## config.mk

```make
export PLATFORM = sky130hd
export DESIGN_NAME = elastic_pipe_reg
export DESIGN_NICKNAME = d
export VERILOG_FILES = /design/src/rtl/elastic_pipe_reg.sv
export SDC_FILE = /design/constraint.sdc
export NUM_CORES = 1
export LEC_CHECK = 0
export ABC_AREA = 1
export CAP_MARGIN = 20
export CORE_ASPECT_RATIO = 0.8
export CORE_MARGIN = 2
export CORE_UTILIZATION = 53
export CTS_CLUSTER_DIAMETER = 40
export DETAILED_ROUTE_END_ITERATION = 8
export DONT_BUFFER_PORTS = 1
export PLACE_DENSITY = 0.68
export SYNTH_ARGS = -nofsm -noshare
export SYNTH_HDL_FRONTEND = slang
export SYNTH_SLANG_ARGS = --single-unit
```

## constraint.sdc

```tcl
create_clock -name clk -period 1.8 [get_ports clk]
set_clock_uncertainty 0.2 [all_clocks]
set_input_delay 0.36 -clock clk [delete_from_list [all_inputs] [get_ports clk]]
set_output_delay 0.36 -clock clk [all_outputs]
set_load 0.01 [all_outputs]
```

## src/rtl/elastic_pipe_reg.sv

```systemverilog
// Elastic register chain: DEPTH stages with a valid/ready handshake, bubble collapsing,
// a global hold (stall) and a synchronous flush.
`timescale 1ns/1ps
module elastic_pipe_reg #(
  parameter  int WIDTH = 32,
  parameter  int DEPTH = 2,
  localparam int CNT_W = $clog2(DEPTH + 1)
) (
  input  logic             clk,
  input  logic             rst_n,
  input  logic             in_valid,
  output logic             in_ready,
  input  logic [WIDTH-1:0] in_data,
  output logic             out_valid,
  input  logic             out_ready,
  output logic [WIDTH-1:0] out_data,
  input  logic             hold,
  input  logic             flush,
  output logic [CNT_W-1:0] count
);

  logic [DEPTH-1:0] r_vld;
  logic [WIDTH-1:0] r_dat [DEPTH];
  logic [WIDTH-1:0] w_src [DEPTH];
  logic [DEPTH-1:0] w_mv;
  logic [DEPTH-1:0] w_ld;
  logic             w_act;
  logic             w_rdy0;
  logic [CNT_W-1:0] w_cnt;

  assign w_act = ~hold & ~flush;

  // Ready ripples from the output back to stage 0; a stage is ready when it is
  // empty or hands its word on, so any bubble downstream lets upstream advance.
  always_comb begin
    logic w_acc;
    w_acc = out_ready;
    w_mv  = '0;
    for (int i = DEPTH - 1; i >= 0; i--) begin
      w_mv[i] = r_vld[i] & w_acc;
      w_acc   = ~r_vld[i] | w_acc;
    end
    w_rdy0 = w_acc;
  end

  assign in_ready = w_rdy0 & w_act;

  assign w_src[0] = in_data;
  for (genvar g = 1; g < DEPTH; g++) begin : g_src
    assign w_src[g] = r_dat[g-1];
  end

  always_comb begin
    w_ld    = '0;
    w_ld[0] = in_valid & in_ready;
    for (int i = 1; i < DEPTH; i++) begin
      w_ld[i] = w_mv[i-1] & w_act;
    end
  end

  // Flush clears occupancy only; data words are left stale.
  always_ff @(posedge clk or negedge rst_n) begin
    if (!rst_n) begin
      r_vld <= '0;
      for (int i = 0; i < DEPTH; i++) begin
        r_dat[i] <= '0;
      end
    end else if (flush) begin
      r_vld <= '0;
    end else begin
      for (int i = 0; i < DEPTH; i++) begin
        if (w_ld[i]) begin
          r_vld[i] <= 1'b1;
          r_dat[i] <= w_src[i];
        end else if (w_mv[i] & w_act) begin
          r_vld[i] <= 1'b0;
        end
      end
    end
  end

  always_comb begin
    w_cnt = '0;
    for (int i = 0; i < DEPTH; i++) begin
      w_cnt = w_cnt + CNT_W'(r_vld[i]);
    end
  end

  assign count     = w_cnt;
  assign out_valid = r_vld[DEPTH-1] & w_act;
  assign out_data  = r_dat[DEPTH-1];

endmodule
```

==> impl_metrics.prom <==
# TYPE chip_impl_metric gauge
chip_impl_metric{name="placement.cell_area",unit="um^2"} 2820
chip_impl_metric{name="route.antenna.remaining_nets",unit=""} 0
chip_impl_metric{name="syn_to_final_growth",unit="%"} 14.1
chip_impl_metric{name="post-route-period-util",unit="%"} 95.6
chip_impl_info{name="most_frequent_standard_cell_in_the_layout_excluding_fill_and_tap_cells",value="sky130_fd_sc_hd__nand2_1"} 1
chip_impl_metric{name="report.final.setup_viol",unit=""} 0
chip_impl_metric{name="htree_num_levels",unit=""} 3
chip_impl_metric{name="clockBufferDepth",unit=""} 2
chip_impl_metric{name="drt_iter0_drc",unit=""} 221
chip_impl_metric{name="pin_count_of_the_biggest_net_entering_global_routing",unit=""} 67
chip_impl_metric{name="core-area",unit="um^2"} 5470
chip_impl_metric{name="fin_crit",unit="ns"} 1.72
chip_impl_metric{name="worst_pin_slew",unit="ns"} 0.362
chip_impl_metric{name="unique_cell_type_count_in_the_yosys_netlist",unit=""} 13
chip_impl_metric{name="cts.repair_timing.setup_buffer_count",unit=""} 0
chip_impl_info{name="crit_path_end_kind",value="primary output"} 1
chip_impl_info{name="hp-class",value="in2async"} 1
chip_impl_metric{name="hold_viol_final",unit=""} 66
chip_impl_metric{name="synth.yosys.seq_area_share",unit="%"} 54.6
chip_impl_metric{name="num-nets-final",unit=""} 373
chip_impl_metric{name="die_ar",unit="um^2"} 6330
chip_impl_info{name="cp_slowest_cell",value="sky130_fd_sc_hd__dfrtp_2"} 1
chip_impl_metric{name="route.final.wire_length",unit="um"} 6490
chip_impl_info{name="worst_r2r_endpoint",value="r_vld[1]"} 1
chip_impl_metric{name="critical_path_required",unit="ns"} 1.24
chip_impl_info{name="leading_cell_types_in_the_layout_fill_and_taps_excluded",value="133 x sky130_fd_sc_hd__nand2_1, 65 x sky130_fd_sc_hd__dfrtp_1, 64 x sky130_fd_sc_hd__nand4_1, 35 x sky130_fd_sc_hd__dlygate4sd3_1"} 1
chip_impl_metric{name="power_density",unit="nW/um^2"} 1200
chip_impl_metric{name="worst_path_largest_cell_delay",unit="ns"} 0.46
chip_impl_metric{name="detail_route.drc_violations",unit=""} 0
chip_impl_metric{name="post_route_cells_drive_above_1_share",unit="%"} 10.0
chip_impl_metric{name="synthesis.nets",unit=""} 374
chip_impl_metric{name="route.detailed.vias_per_inst",unit=""} 5.43
chip_impl_metric{name="first_global_vias",unit=""} 2187
chip_impl_metric{name="worst_hold_slack",unit="ns"} -0.490
chip_impl_metric{name="portBuffers",unit=""} 0
chip_impl_metric{name="clock_latency",unit="ns"} 0.34
chip_impl_metric{name="warning_count_from_the_yosys_run",unit=""} 0
chip_impl_metric{name="depth_of_the_worst_register_to_register_path",unit=""} 5
chip_impl_info{name="crit_type",value="reg2out"} 1
chip_impl_metric{name="route.vias.total",unit=""} 2265
chip_impl_metric{name="drv.max_cap_violation_count",unit=""} 0
chip_impl_info{name="path_cells",value="ha_1"} 1
chip_impl_info{name="violations",value="hold timing"} 1
chip_impl_metric{name="path_clk_slew",unit="ns"} 0.07
chip_impl_metric{name="global_route.usage.total",unit="%"} 22.6
chip_impl_metric{name="i_o_pins",unit=""} 74
chip_impl_metric{name="timing.critical_path.fanout_max",unit=""} 6
chip_impl_metric{name="fin_tns_setup",unit="ns"} 0
chip_impl_metric{name="floorplan.die.width",unit="um"} 88.5
chip_impl_metric{name="ir_worst_vdd",unit="uV"} 634
chip_impl_metric{name="dp_hpwl",unit="um"} 3890
chip_impl_info{name="outcome",value="finished, violations left"} 1
chip_impl_metric{name="slew-limit-headroom",unit="%"} 75.9
chip_impl_metric{name="design_area",unit="um^2"} 3450
chip_impl_metric{name="critPathArrivalTime",unit="ns"} 1.16
chip_impl_metric{name="synth.ff_latch_count",unit=""} 66
chip_impl_metric{name="grt-ovfl-total",unit=""} 0
chip_impl_metric{name="synthCells",unit=""} 335
chip_impl_metric{name="placer_congestion",unit=""} 0.713
chip_impl_metric{name="antenna_found_initial",unit=""} 0
chip_impl_metric{name="reg2reg_setup_slack",unit="ns"} 0.17
chip_impl_metric{name="slew_viols_final",unit=""} 0
chip_impl_metric{name="p_leak",unit="nW"} 1.76
chip_impl_metric{name="post_synth_instance_area",unit="um^2"} 3030
chip_impl_metric{name="avgSynthCellArea",unit="um^2"} 9.03
chip_impl_info{name="critPathTopFamily",value="flip-flops"} 1
chip_impl_metric{name="insertedDiodeCount",unit=""} 0
chip_impl_metric{name="rows",unit=""} 24
chip_impl_info{name="timing.rr.start",value="r_vld[1]"} 1
chip_impl_metric{name="timing.fmax",unit="MHz"} 581
chip_impl_metric{name="initial_utilization",unit="%"} 55.4
chip_impl_metric{name="chipHeight",unit="um"} 71.6
chip_impl_metric{name="cts-buffers-inserted",unit=""} 9
chip_impl_metric{name="clk_sinks",unit=""} 66
chip_impl_info{name="grt_setup_unrepaired",value="false"} 1
chip_impl_info{name="tritoncts_clock_tree",value="built"} 1
chip_impl_metric{name="grt_pass1_wl",unit="um"} 10900
chip_impl_metric{name="detail_route.first_pass.iterations",unit=""} 4
chip_impl_metric{name="power.total",unit="W"} 0.00415
chip_impl_info{name="ctsRootBufferMaster",value="sky130_fd_sc_hd__clkbuf_8"} 1
chip_impl_info{name="start_kind",value="flip-flop"} 1
chip_impl_metric{name="cts_hold_buffers",unit=""} 36
chip_impl_metric{name="route.detailed.wl_per_inst",unit="um"} 15.6
chip_impl_metric{name="worstPathBufferInverterCount",unit=""} 0
## through the flow
stage	util, %	worst slack (ns)	std cells
6_report	63.2	0.0791	417
4_1_cts	62.9	0.0171	417
5_1_grt	63.2	0.0257	417
2_1_floorplan	-	0.285	335
3_3_place_gp	51.6	0.409	365
3_5_place_dp	51.6	0.388	365
## area by class of cell
cell class	count	area [um^2]
repair buffers	47	453
inverters	4	15.0
fillers	470	2010
well taps	78	97.6
clock inverters	5	100
clock buffers	11	151
flip-flops and latches	66	1650
multi-input cells	206	983
## flip-flops by register name, indices dropped and copies added, names as in the netlist
name	flops
out_data	32
r_dat	32
r_vld	2
## repair_timing
action                                 in CTS  in global routing
gates resized for setup                     0                  3
endpoints found under the hold margin     100                 66
setup endpoints to repair                   0                  1
## worst register-to-register path: cells and delay by family (launching register included)
family | cells | cell delay (ns)
flops | 1 | 0.45
buf+inv | 2 | 0.70
simple gates | 2 | 0.10
compound gates | 1 | 0.06
## Yosys cell counts (all sizes together)
library cell | n | share of area [%]
buf | 51 | 12
dfrtp | 66 | 55
nand4 | 64 | 13
clkbuf | 8 | 0.99
nor3 | 1 | 0.17
ha | 1 | 0.41
o21ai | 1 | 0.17
inv | 4 | 0.50
nand2 | 133 | 17
nor2 | 3 | 0.62
nand3 | 3 | 0.99
## cells by family (layout without fill, tap and decap cells)
group	after synthesis	after routing	share of synthesized area [%]
simple gates	204	204	31.5
buf+inv	63	67	13.3
flops	66	66	54.6
compound gates	1	1	0.165
fa+ha+maj	1	1	0.413
## where the power goes
group / internal (W) / total, W / switching [W] / leakage, nW
registers: 0.00182 / 0.00215 / 0.000324 / 0.840
logic: 0.000210 / 0.000473 / 0.000263 / 0.793
clock network: 0.000991 / 0.00153 / 0.000540 / 0.129
## worst max path at each step
stage | from | end | slack (ns) | depth (start not counted)
2_1_floorplan | r_vld[0] | in_ready | 0.29 | 5
3_3_place_gp | flush | out_data[14] | 0.41 | 4
3_5_place_dp | flush | out_data[22] | 0.39 | 4
4_1_cts | r_vld[0] | in_ready | 0.02 | 3
5_1_grt | r_vld[1] | count[0] | 0.03 | 1
6_report | r_vld[0] | count[0] | 0.08 | 1
## metal layers
metal	wire length, um	GRT usage [%]	vias up
met5	0	0	-
met4	89	7.07	0
met3	511	9.91	12
met2	3040	33.1	90
met1	2850	30.6	1071
li1	-	-	1092
Note: power is estimated with default switching activity, not from simulation.
